`config.mk`:
```
export PLATFORM = sky130hd
export DESIGN_NAME = swi_event_reader
export DESIGN_NICKNAME = d
export VERILOG_FILES = /design/src/rtl/swi_event_reader.sv
export SDC_FILE = /design/constraint.sdc
export NUM_CORES = 1
export LEC_CHECK = 0
export ABC_AREA = 1
export CAP_MARGIN = 20
export CORE_MARGIN = 3
export CORE_UTILIZATION = 60
export CTS_BUF_LIST = sky130_fd_sc_hd__clkbuf_8
export CTS_CLUSTER_DIAMETER = 80
export DETAILED_ROUTE_END_ITERATION = 12
export PLACE_DENSITY = 0.82
export SYNTH_ARGS = -nofsm -noshare
export SYNTH_HDL_FRONTEND = slang
export SYNTH_SLANG_ARGS = --single-unit
```
`constraint.sdc`:
```
create_clock -name clk_2 -period 10.5 [get_ports clk_2]
set_input_delay 1.05 -clock clk_2 [delete_from_list [all_inputs] [get_ports clk_2]]
set_output_delay 1.05 -clock clk_2 [all_outputs]
set_load 0.02 [all_outputs]
```
`src/rtl/swi_event_reader.sv`:
```
// Switch-bank reader: two-flop synchronizer, per-bit debounce, rise/fall pulses and an event FIFO.
// Optional macro SWI_READER_DROP_CNT_EN enables the saturating dropped-event counter on drop_cnt.
module swi_event_reader #(
    parameter int NBITS      = 8,
    parameter int DEBOUNCE   = 4,
    parameter int FIFO_DEPTH = 4
) (
    input  logic                        clk_2,
    input  logic                        reset,
    input  logic [NBITS-1:0]            SWI,
    output logic [NBITS-1:0]            sw_stable,
    output logic [NBITS-1:0]            sw_rise,
    output logic [NBITS-1:0]            sw_fall,
    output logic                        evt_valid,
    input  logic                        evt_ready,
    output logic [NBITS-1:0]            evt_mask,
    output logic [NBITS-1:0]            evt_value,
    output logic [$clog2(FIFO_DEPTH):0] evt_count,
    output logic                        evt_ovf,
    input  logic                        ovf_clr,
    output logic [7:0]                  drop_cnt
);

    localparam int AW = $clog2(FIFO_DEPTH);
    localparam int CW = AW + 1;
    localparam logic [7:0]    DB_LAST    = 8'(DEBOUNCE - 1);
    localparam logic [CW-1:0] FULL_COUNT = CW'(FIFO_DEPTH);

    logic [NBITS-1:0]   sync1_q;
    logic [NBITS-1:0]   sync2_q;
    logic [NBITS-1:0]   stable_q;
    logic [NBITS-1:0]   stable_d;
    logic [NBITS-1:0]   rise_q;
    logic [NBITS-1:0]   fall_q;
    logic [NBITS*8-1:0] cnt_q;
    logic [NBITS*8-1:0] cnt_d;

    logic [2*NBITS-1:0] mem_q [FIFO_DEPTH];
    logic [2*NBITS-1:0] head;
    logic [AW-1:0]      wr_ptr_q;
    logic [AW-1:0]      wr_ptr_d;
    logic [AW-1:0]      rd_ptr_q;
    logic [AW-1:0]      rd_ptr_d;
    logic [CW-1:0]      count_q;
    logic [CW-1:0]      count_d;
    logic               ovf_q;
    logic               ovf_d;
    logic               push;
    logic               pop;
    logic               full;
    logic               drop;
    logic               accept;

    // Per-bit debounce: a bit flips only after sync2 has disagreed with it for DEBOUNCE cycles.
    genvar gi;
    generate
        for (gi = 0; gi < NBITS; gi++) begin : g_debounce
            logic differs;
            logic expired;
            assign differs = (sync2_q[gi] != stable_q[gi]);
            assign expired = (cnt_q[gi*8 +: 8] == DB_LAST);
            assign cnt_d[gi*8 +: 8] = (!differs || expired) ? 8'd0 : cnt_q[gi*8 +: 8] + 8'd1;
            assign stable_d[gi]     = (differs && expired) ? ~stable_q[gi] : stable_q[gi];
        end
    endgenerate

    always_comb begin
        push     = (stable_d != stable_q);
        pop      = (count_q != '0) && evt_ready;
        full     = (count_q == FULL_COUNT);
        drop     = push && full && !pop;
        accept   = push && !drop;
        wr_ptr_d = accept ? wr_ptr_q + AW'(1) : wr_ptr_q;
        rd_ptr_d = pop ? rd_ptr_q + AW'(1) : rd_ptr_q;
        count_d  = count_q;
        case ({accept, pop})
            2'b10:   count_d = count_q + CW'(1);
            2'b01:   count_d = count_q - CW'(1);
            default: count_d = count_q;
        endcase
        // A drop in the same cycle as a clear leaves the flag set.
        ovf_d = ovf_q;
        if (drop) begin
            ovf_d = 1'b1;
        end else if (ovf_clr) begin
            ovf_d = 1'b0;
        end
    end

    always_ff @(posedge clk_2) begin
        if (reset) begin
            sync1_q  <= '0;
            sync2_q  <= '0;
            stable_q <= '0;
            rise_q   <= '0;
            fall_q   <= '0;
            cnt_q    <= '0;
            wr_ptr_q <= '0;
            rd_ptr_q <= '0;
            count_q  <= '0;
            ovf_q    <= 1'b0;
            for (int i = 0; i < FIFO_DEPTH; i++) begin
                mem_q[i] <= '0;
            end
        end else begin
            sync1_q  <= SWI;
            sync2_q  <= sync1_q;
            stable_q <= stable_d;
            rise_q   <= stable_d & ~stable_q;
            fall_q   <= ~stable_d & stable_q;
            cnt_q    <= cnt_d;
            wr_ptr_q <= wr_ptr_d;
            rd_ptr_q <= rd_ptr_d;
            count_q  <= count_d;
            ovf_q    <= ovf_d;
            if (accept) begin
                mem_q[wr_ptr_q] <= {stable_q ^ stable_d, stable_d};
            end
        end
    end

`ifdef SWI_READER_DROP_CNT_EN
    logic [7:0] drop_cnt_q;
    logic [7:0] drop_cnt_d;

    always_comb begin
        drop_cnt_d = drop_cnt_q;
        if (ovf_clr) begin
            drop_cnt_d = drop ? 8'd1 : 8'd0;
        end else if (drop && drop_cnt_q != 8'hFF) begin
            drop_cnt_d = drop_cnt_q + 8'd1;
        end
    end

    always_ff @(posedge clk_2) begin
        if (reset) begin
            drop_cnt_q <= 8'd0;
        end else begin
            drop_cnt_q <= drop_cnt_d;
        end
    end

    assign drop_cnt = drop_cnt_q;
`else
    assign drop_cnt = 8'd0;
`endif

    assign head      = mem_q[rd_ptr_q];
    assign sw_stable = stable_q;
    assign sw_rise   = rise_q;
    assign sw_fall   = fall_q;
    assign evt_valid = (count_q != '0);
    assign evt_mask  = evt_valid ? head[2*NBITS-1:NBITS] : '0;
    assign evt_value = evt_valid ? head[NBITS-1:0] : '0;
    assign evt_count = count_q;
    assign evt_ovf   = ovf_q;

endmodule

```
[Word level (Yosys, flattened, before mapping)]
Memory sizes are Yosys's and may differ from the RTL's. A register that Yosys moved wholly into a read port is not among the register bits.
Cells that the tools add are included.
Word-level totals
  register bits: 112
  RAM bits: 64
  input port bits: 12
  output and inout bits: 53
  word-level logic and storage cells: 128
  memories kept: 1
Cells by class
  add/sub/neg operators: 12
  equality and inequality tests: 20
  multiplexer cells: 23
  bitwise operators: 13
  reductions and logical operators: 42
Memory list
  mem_q: depth 4, bits a word 16, read ports 1, clocked after memory_dff 1, wr ports 4, line 38  | logic [2*NBITS-1:0] mem_q [FIFO_DEPTH];
Operator list (number)
  adder 8 x 1 -> 8 bit, second input constant: 8
  equality test 8 x 2 -> 1 bit, second input constant: 8
  bitwise AND 8 bit: 2
  2-to-1 mux 1 bit: 16
  2-to-1 mux 16 bit: 1
  2-to-1 mux 8 bit: 2
  NOT 8 bit: 2
  OR reduction 16 bit: 1
  OR reduction 2 bit: 8
  logical AND 1 bit: 12
  logical NOT 1 bit: 10
  logical OR 1 bit: 8
  != test 1 bit: 8
  != test 8 bit: 1
  NOT 1 bit: 8
  bitwise XOR 8 bit: 1
  2-to-1 mux 2 bit: 3
  case mux 3 bit (2 select lines): 1
  adder 2 x 1 -> 2 bit, second input constant: 2
  nonzero test 2 bit: 2
  adder 3 x 1 -> 3 bit, second input constant: 1
  equality test 3 bit, second input constant: 1
  nonzero test 3 bit: 1
  subtractor 3 x 1 -> 3 bit, second input constant: 1
  2 further kinds: 2

[Longest topological paths before layout]
  depth in word-level cells: 13
  mapped depth: 19
  depth with buffers taken out: 19

[Worst setup path after synthesis]
OpenSTA, ideal clock, no wires.
  kind: register -> register
  start point: register cnt_q[48]
  end point: memory mem_q[3][0] in the netlist's numbering, enable pin
  setup time: 0.414 ns
  arrival: 3.016 ns
  required time: 10.086 ns
  slack: 7.070 ns
  cell stages (with the launch flop): 13
  path buffers: 0
  period minus slack after synthesis: 3.430 ns
  cells stage by stage: dfxtp_1 > ha_1 > nand2_1 > nor3_1 > nand2_1 > o21ai_2 > inv_1 > ha_1 > nand2_1 > nor2_2 > nand2_4 > nand2_1 > o31ai_1
RTL lines
  start: declaration: line 35  | logic [NBITS*8-1:0] cnt_q;
  start signal: assignment: line 111  | cnt_q <= cnt_d;
  end: declaration: line 38

==> impl_metrics.env <==
export IMPL_cts_resized=0
export IMPL_clock_path_buffers=2
export IMPL_gp_congestion=0.849
export IMPL_p_leak_nw=3.34
export IMPL_worst_ep_required_time_ps=9450
export IMPL_grt_pass1_wl_mm=24.9
export IMPL_synth_seq_cells=178
export IMPL_fin_skew_ps=9.65
export IMPL_h_tree_depth=4
export IMPL_routed_via_density=5.12
export IMPL_ctsRootBufferMaster="clkbuf_8"
export IMPL_clk_latency_ps=450
export IMPL_synth_top_area_cell="dfxtp_1"
export IMPL_die_h_um=118
export IMPL_ioPinCount=65
export IMPL_ff_latch_area_mm2=0.00420
export IMPL_final_antenna_net_count=0
export IMPL_fp_dieW_um=118
export IMPL_cp_slowest_cell="clkdlybuf4s50_1"
export IMPL_synth_top_area_share_pct=30.2
export IMPL_min_period_over_period_pct=37.3
export IMPL_cts_tree="done"
export IMPL_track_usage_pct=22.2
export IMPL_maxCapViolCount=0
export IMPL_dr_pass1_iters=7
export IMPL_netlist_area_mm2=0.00756
export IMPL_worstMarginPinSlew_ps=779
export IMPL_cp_cell_sequence="buf_4 -> inv_1 -> o21ai_0 -> a21oi_1 -> clkdlybuf4s50_1"
export IMPL_antenna_found_initial=0
export IMPL_p_sw_uw=385
export IMPL_rr_worst_depth=14
export IMPL_min_period_ps=3920
export IMPL_post_cts_buffers=0
export IMPL_io_buffer_count=56
export IMPL_wl_per_cell_um=13.6
export IMPL_dieArea_mm2=0.0140
export IMPL_status="finished clean"
export IMPL_dpl_cell_area_mm2=0.00820
export IMPL_cts_sinks=178
export IMPL_synth_area_leaders="dfxtp_1 30%, edfxtp_1 25%, nor2_1 11%"
export IMPL_dpl_hpwl_mm=10.5
export IMPL_start_util_pct=62.2
export IMPL_netlist_instances=865
export IMPL_antenna_cells=0
export IMPL_slowest_delay_ps=650
export IMPL_holdCritPathClass="reg2reg"
export IMPL_drive_above_1_share_pct=6.65
export IMPL_grt_max_degree=44
export IMPL_cts_buffers=17
export IMPL_p_int_mw=1.08
export IMPL_report_final_slew_viol_count=0
export IMPL_nets=957
export IMPL_sw_frac_of_total_pct=26.3
export IMPL_multiInputGateArea_mm2=0.00280
export IMPL_arrival_ps=2870
export IMPL_synthDistinctLibCells=35
export IMPL_yosysWarningCount=0
export IMPL_p_seq_share_pct=50.7
export IMPL_final_setup_tns_ps=0
export IMPL_first_global_vias=5277
export IMPL_final_cell_area_mm2=0.00861
export IMPL_power_share_clock_pct=33.2
export IMPL_drt_iter0_drc=397
export IMPL_report_final_hold_viol_count=0
export IMPL_slew_headroom_pct=48.0
export IMPL_cp_depth=5
export IMPL_startpoint_type="flop"
export IMPL_fmax_mhz=255
export IMPL_rsz0062_at_grt="false"
export IMPL_fillers=946
export IMPL_hold_buffers=0
export IMPL_setup_violations_final=0
export IMPL_fp_coreArea_mm2=0.0122
export IMPL_whs_path_depth=2
export IMPL_synth_area_per_cell_um2=8.75
export IMPL_power_density_mw_per_mm2=170
export IMPL_cp_num_buf_inv=3
export IMPL_critical_path_top_delay_family="buffers and inverters"
export IMPL_worstPathMaxFanout=33
export IMPL_drc=0
export IMPL_synth_seq_area_share_pct=55.6
export IMPL_vias=5639
export IMPL_cts_clk_slew_worst_paths_ps=90
export IMPL_critPathKind="reg2out"
export IMPL_row_count=40
export IMPL_combinationalPowerShare_pct=16.1
export IMPL_ir_drop_uv=93.8
export IMPL_grt_overflow_total=0
export IMPL_routed_wl_mm=15.0
export IMPL_area_delta_synth_final_pct=13.9
export IMPL_endpoint_kind="primary output"
flip-flops by register name (all words and copies together), names as in the netlist, 3 cells and up, named ones only:
name       count
cnt_q         64
sync2_q        8
sw_stable      8
mem_q         64
sw_rise        8
sync1_q        8
evt_count      3
sw_fall        8
synth_stat cells, drive strengths merged:
cell	n
nor2	238
o31ai	1
xor2	15
nand2	86
xnor2	3
o21ai	40
a31oi	1
inv	108
or2	9
and3	4
buf	21
a21oi	43
clkbuf	9
clkinv	1
edfxtp	64
nor4	3
nand3b	3
nand4	7
dfxtp	114
nand3	37
nor3b	10
nor3	22
fa	1
ha	24
conb	1
per-stage QoR:
stage          cells  power [mW]  utilization (%)  hold slack, ps  worst slack (ps)
2_1_floorplan    872       0.904                -             388              7070
3_3_place_gp    1069       0.990             67.4             391              6680
3_5_place_dp    1069       0.994             67.4             396              6640
4_1_cts         1101        1.47             70.8             407              6590
5_1_grt         1101        1.53             70.8             416              6370
6_report        1101        1.46             70.8             405              6580
final cells by class:
| type | instances | area share [%] |
|---|---|---|
| Inverter | 109 | 4.75 |
| Clock buffer | 18 | 2.88 |
| Sequential cell | 178 | 48.8 |
| Tap cell | 168 | 2.44 |
| Timing Repair Buffer | 59 | 6.71 |
| Clock inverter | 14 | 1.96 |
| Multi-Input combinational cell | 555 | 32.5 |
per-layer routing:
layer / wire, um / track usage, %
met3: 918 / 4.16
met1: 6540 / 29.4
met4: 326 / 9.08
met2: 7200 / 36.0
met5: 0 / 0
final timing paths:
| check | from | end | slack, ps |
|---|---|---|---|
| worst min-delay path | sync1_q[5] | sync2_q[5] | 400 |
| worst min register to register | sync1_q[5] | sync2_q[5] | 400 |
| worst max-delay path | flop | evt_value[5] | 6580 |
| worst max register to register | cnt_q[48] | mem_q[1][8] | 6960 |
placed cells by master, fill, tap and decap left out:
cell and n:
nor2_1 225, dfxtp_1 114, inv_1 109, nand2_1 81
edfxtp_1 64, clkdlybuf4s50_1 55, a21oi_1 43, o21ai_0 38
nand3_1 35, ha_1 24, nor3_1 22, clkbuf_8 18
xor2_1 15, nor2_2 11, nor3b_1 10, or2_2 9
conb_1 8, nand4_1 7, nand2_4 5, clkinv_1 5
and3_1 4, bufinv_16 4, xnor2_1 3, nor4_1 3
nand3b_1 3, clkinv_2 3, buf_4 3, nor2_4 2
clkinvlp_4 2, o21ai_2 1, o21ai_1 1, nand3_4 1
o31ai_2 1, a31oi_1 1, nand3_2 1, fa_1 1
buf_2 1
kinds of logic after synthesis:
logic type      count (synthesis)  share of synthesized area, %
simple gates                  419                          24.5
flops                         178                          55.6
buf+inv                       139                          7.87
compound gates                 85                          5.72
fa+ha+maj                      25                          4.23
xor+xnor                       18                          2.08
other cells                     1                        0.0496
power groups by stage:
stage                     registers, mW  logic (mW)  clock network (mW)
final                             0.742       0.235               0.485
after global routing              0.744       0.259               0.524
after CTS                         0.742       0.237               0.494
after detailed placement          0.758       0.236                   0
after global placement            0.757       0.232                   0
after floorplan                   0.758       0.146                   0
worst reg2reg max path, cell delays in order (launching register included):
cell	delay, ps
dfxtp_1	360
ha_1	190
nand2_1	80
nor3_1	130
nand2_1	140
o21ai_2	370
inv_1	90
ha_1	400
nand2_1	120
nor2_2	50
nand2_4	100
nand3_4	230
nor2_2	220
nand2_4	160
nand2_1	540
Note: power is estimated with default switching activity, not from simulation.
==> RTL change 1: new RTL, same settings <==
The option `SWI_READER_DROP_CNT_EN` is turned on by a define.
--- a/src/rtl/swi_event_reader.sv
+++ b/src/rtl/swi_event_reader.sv
@@ -1,5 +1,7 @@
 // Switch-bank reader: two-flop synchronizer, per-bit debounce, rise/fall pulses and an event FIFO.
 // Optional macro SWI_READER_DROP_CNT_EN enables the saturating dropped-event counter on drop_cnt.
+`define SWI_READER_DROP_CNT_EN
+
 module swi_event_reader #(
     parameter int NBITS      = 8,
     parameter int DEBOUNCE   = 4,
Behaviour: no difference found for any inputs over 10 cycles, from zero or initial values and one cycle with reset high; that may be too few to reach the edited logic, so the function may still have changed.
==> RTL change 1 against the unedited design <==
Setup slack lost 0.036 ns. Clock power decreased by 2%. Total power grew 5.8%. Design area is 4.2% higher. Sequential power grew 4.7%. Routed wire length rose by 1.2%. Synthesized area grew 3.6%. Sequential cell count is 8 higher.
==> RTL change 1: results (changes against the unedited design) <==
- The worst register-to-register path begins at cnt_q[24].
- The sum of met3 wire segment lengths after detailed routing is 932 um (+1.5%).
- The wire length per cell after detailed routing is 12.98 um (-4.6%).
- The critical-path maximum fanout is 20 (-39%).
- The total iterations of the first detailed-routing run is 5 (-2).
- Ranked by total cell area, the synthesized netlist is headed by dfxtp_1 (31%), edfxtp_1 (25%), nor2_1 (12%), inv_1 (5.4%), nand2_1 (4.5%).
- The met2 track utilization from global routing is 35.48% (-0.57 points).
- The routability congestion estimate came to 0.8415 (-0.88%).
- The wire length the detailed router placed on met1 came to 6917 um (+5.8%).
- The cell total after placement was 1136 (+6.3%).
- The clock-cell share of area is 4.500% (-0.34 points).
- The leakage dissipation is 3.504 nW (+5.0%).
- The endpoint arrival time on the critical path was 4.05 ns (+1.18 ns).
- The peak supply drop is 0.08499 mV (-9.4%).
- The setup slack at placement came to 6.547 ns (-0.09692 ns).
- The worst max-slew margin expressed relative to the limit was 45.01% (-3.0 points).
- The number of multi-input combinational cells in the layout was 599 (+7.9%).
- The number of signal-net inverters in the final layout is 113 (+3.7%).
- The number of buffers added on ports is 64 (+14%).
- The total routing resource utilization after global routing is 21.72% (-0.49 points).
- The count of unique library cells instantiated by Yosys is 33 (-5.7%).
- The maximum number of pins on one net before global-route repair came to 45 (+2.3%).
- The final standard cell count with taps included and fillers excluded was 1168 (+6.1%).
- The buffering overhead was 7.245% (+0.54 points).
- The register share of the cell area is 48.60% (-0.20 points).
- The wire length on met2 is 7150 um (-0.68%).
- The synthesized-area fraction occupied by ao, oa, aoi and oai cells was 6.784% (+1.1 points).
- The number of violations reported at the end of detailed-routing iteration 0 came to 490 (+23%).
- The number of tapcells was 172 (+2.4%).
- The run finished with clean final reports.
- The xor and xnor fraction of the mapped netlist area is 2.123% (+0.039 points).
- The number of fill cells in the layout was 1026 (+8.5%).
- The count of inserted antenna diode cells is 0 (unchanged).
- In the final layout, the registers with the most flip-flops are cnt_q x64, mem_q x64.
- After synthesis, the most frequently instantiated cells are nor2_1 (257), dfxtp_1 (122), inv_1 (112), nand2_1 (95), edfxtp_1 (64).
- The endpoint of the most critical setup path is mem_q[0][3].
- The post-route worst hold slack is 0.3974 ns (-0.007251 ns).
- The mean cell area of the mapped netlist is 8.511 um2 (-2.7%).
- The portion of the post-synthesis area used by sequential elements is 55.67% (+0.10 points).
- The worst setup path category is flip-flop to flip-flop.
- The estimated wirelength of the detail-placed design is 10640 um (+1.8%).
- The cell area after placement is 8576 um2 (+4.6%).
- The non-clock buffer count in the final layout is 66 (+12%).
- The synthesized-area fraction occupied by adder cells is 4.246% (+0.012 points).
- The wire length of the first global-routing pass is 25190 um (+1.3%).
- The sink count of the clock tree is 186 (+4.5%).
- The average vias per placed instance is 5.155 (+0.65%).
- The multi-input logic portion of the cell area is 32.53% (+0.073 points).
- The proportion of layout cells with a drive suffix above 1 is 5.221% (-1.4 points).
- The period utilization is 37.66% (+0.34 points).
- The number of nets in the final layout was 1021 (+6.7%).
- The largest clock skew in the final design was 0.009413 ns (-0.0002381 ns).
- The via count of the first global-routing pass is 5485 (+3.9%).
-- RTL change 1: cell types whose count changed in the layout (fill, tap and decap cells not counted), moves of 4 or more --
cell / delta
a21oi_1: +8
o21ai_0: +7
nor2_2: -11
conb_1: -8
nor2_1: +32
clkdlybuf4s50_1: +8
clkinv_4: +4
nand2_4: -4
nand2_1: +14
dfxtp_1: +8
clkinv_1: -4
-- RTL change 1: worst max-delay path, stage by stage, from the launching register on --
cell     delay [ns]
dfxtp_1        0.37
ha_1           0.20
nand2_1        0.09
nor3_1         0.13
nand2_1        0.11
o21ai_1        0.40
inv_1          0.09
ha_1           0.36
nand2_1        0.09
nor2_1         0.05
nand2_2        0.15
nand3_2        0.37
nor2_1         0.33
nand2_2        0.26
nand2_1        0.57
-- RTL change 1: report_power, final --
part           internal, W  switching [W]
Combinational     0.000111       0.000185
Sequential        0.000764      0.0000135
Clock             0.000226       0.000248
Total              0.00110       0.000447
==> RTL change 2: new RTL, same flow settings <==
Without the edit above. Register the output `evt_count` once more; this adds one clock of latency there. The other outputs are not delayed to match.
--- a/src/rtl/swi_event_reader.sv
+++ b/src/rtl/swi_event_reader.sv
@@ -152,7 +152,9 @@
     assign evt_valid = (count_q != '0);
     assign evt_mask  = evt_valid ? head[2*NBITS-1:NBITS] : '0;
     assign evt_value = evt_valid ? head[NBITS-1:0] : '0;
-    assign evt_count = count_q;
+    always_ff @(posedge clk_2) begin
+        evt_count <= count_q;
+    end
     assign evt_ovf   = ovf_q;
 
 endmodule
Behaviour: not the same (a bounded check fails within 10 cycles, from zero or initial values and one cycle with reset high).
==> RTL change 2 against the unedited design <==
Setup slack improved by 0.080 ns. Design area increased by 0.16%. Routed wire length decreased by 3.2%. Fmax increased by 2.1%. Sequential cell count increased by 3. Sequential share of layout area increased by 0.62 points. Worst hold slack got worse by 0.039 ns. Total power increased by 0.48%. Synthesized area increased by 0.23%. Register-to-register slack improved by 0.23 ns. Critical endpoint is now evt_value[0]. Largest cell class unchanged.
==> RTL change 2: results (changes against the unedited design) <==
- The via count of the first global-routing pass is 5279 (+0.038%).
- The routability congestion estimate is 0.8296 (-2.3%).
- The endpoint of the most critical setup path is evt_value[0].
- The cell area after placement is 8230 um2 (+0.40%).
- The number of fill cells in the layout is 926 (-2.1%).
- The worst-skew pair later-pin latency is 0.47 ns (+0.02 ns).
- The slowest stage of the critical path is the inv_1 cell.
- The total area of sequential cells is 4264 um2 (+1.4%).
- The portion of the post-synthesis area used by sequential elements is 56.24% (+0.66 points).
- The proportion of layout cells with a drive suffix above 1 came to 6.417% (-0.23 points).
- The largest clock skew in the final design was 0.01490 ns (+0.005248 ns).
- The flow ran to the end, and the final reports show no timing, DRC or antenna violations.
- The leakage dissipation is 3.337 nW (about the same).
- The worst reg2reg path endpoint is mem_q[1][13].
- The reg-to-reg setup timing slack is 7.19 ns (+0.23 ns).
- The wire length per cell after detailed routing came to 13.15 um (-3.4%).
- The cell total after placement is 1071 (+0.19%).
- The estimated wirelength of the detail-placed design is 9967 um (-4.6%).
- The average vias per placed instance came to 5.109 (-0.25%).
- The worst max-slew margin expressed relative to the limit was 43.44% (-4.5 points).
- The hold path startpoint is count_q[1].
- Sorting the synthesized cells by how often they occur yields nor2_1 (230), dfxtp_1 (117), inv_1 (106), nand2_1 (80), edfxtp_1 (64).
- The total iterations of the first detailed-routing run is 5 (-2).
- The endpoint arrival time on the critical path is 2.79 ns (-0.08 ns).
- The peak supply drop came to 0.1183 mV (+26%).
- The number of violations reported at the end of detailed-routing iteration 0 is 387 (-2.5%).
- The total routing resource utilization after global routing is 21.69% (-0.52 points).
- The wire length on met2 came to 6583 um (-8.6%).
- The global routing met3 resource utilization is 5.024% (+0.86 points).
- The total internal power is 0.001065 W (-1.2%).
- The met1 usage came to 30.00% (+0.59 points).
- The count of unique library cells instantiated by Yosys was 36 (+2.9%).
- The met2 track utilization from global routing is 33.69% (-2.4 points).
- Yosys attributes the largest share of cell area to dfxtp_1 (31%), edfxtp_1 (25%), nor2_1 (11%), inv_1 (5.2%), ha_1 (4.0%).
-- RTL change 2: cell families after synthesis --
family | count (synthesis) | share of synthesized area [%]
and+or+nand+nor | 419 | 24.18
other | 1 | 0.04946
adders and majority gates | 25 | 4.224
DFF | 181 | 56.24
xor gates and xnor gates | 17 | 1.964
AOI/OAI and AO/OA | 86 | 5.726
buffers and inverters | 137 | 7.624
-- RTL change 2: worst register-to-register path, stage by stage (launching register included) --
cell and delay [ns]:
dfxtp_1 0.36, ha_1 0.19, nand2_1 0.08, nor3_1 0.25, nand2_1 0.12, nand2_1 0.08, nand2_1 0.06, ha_1 0.38
nand2_1 0.11, nor2_2 0.05, nand2_4 0.11, nand3_4 0.24, nor2_2 0.21, nand2_4 0.15, nand2_1 0.54
-- RTL change 2: cell type report --
type | count | area share, %
sequential | 181 | 49.42
clock buffer | 17 | 2.712
inverter | 108 | 4.713
multi-input combinational | 555 | 32.12
timing repair buffer | 59 | 6.700
tap | 168 | 2.436
clock inverter | 15 | 1.900
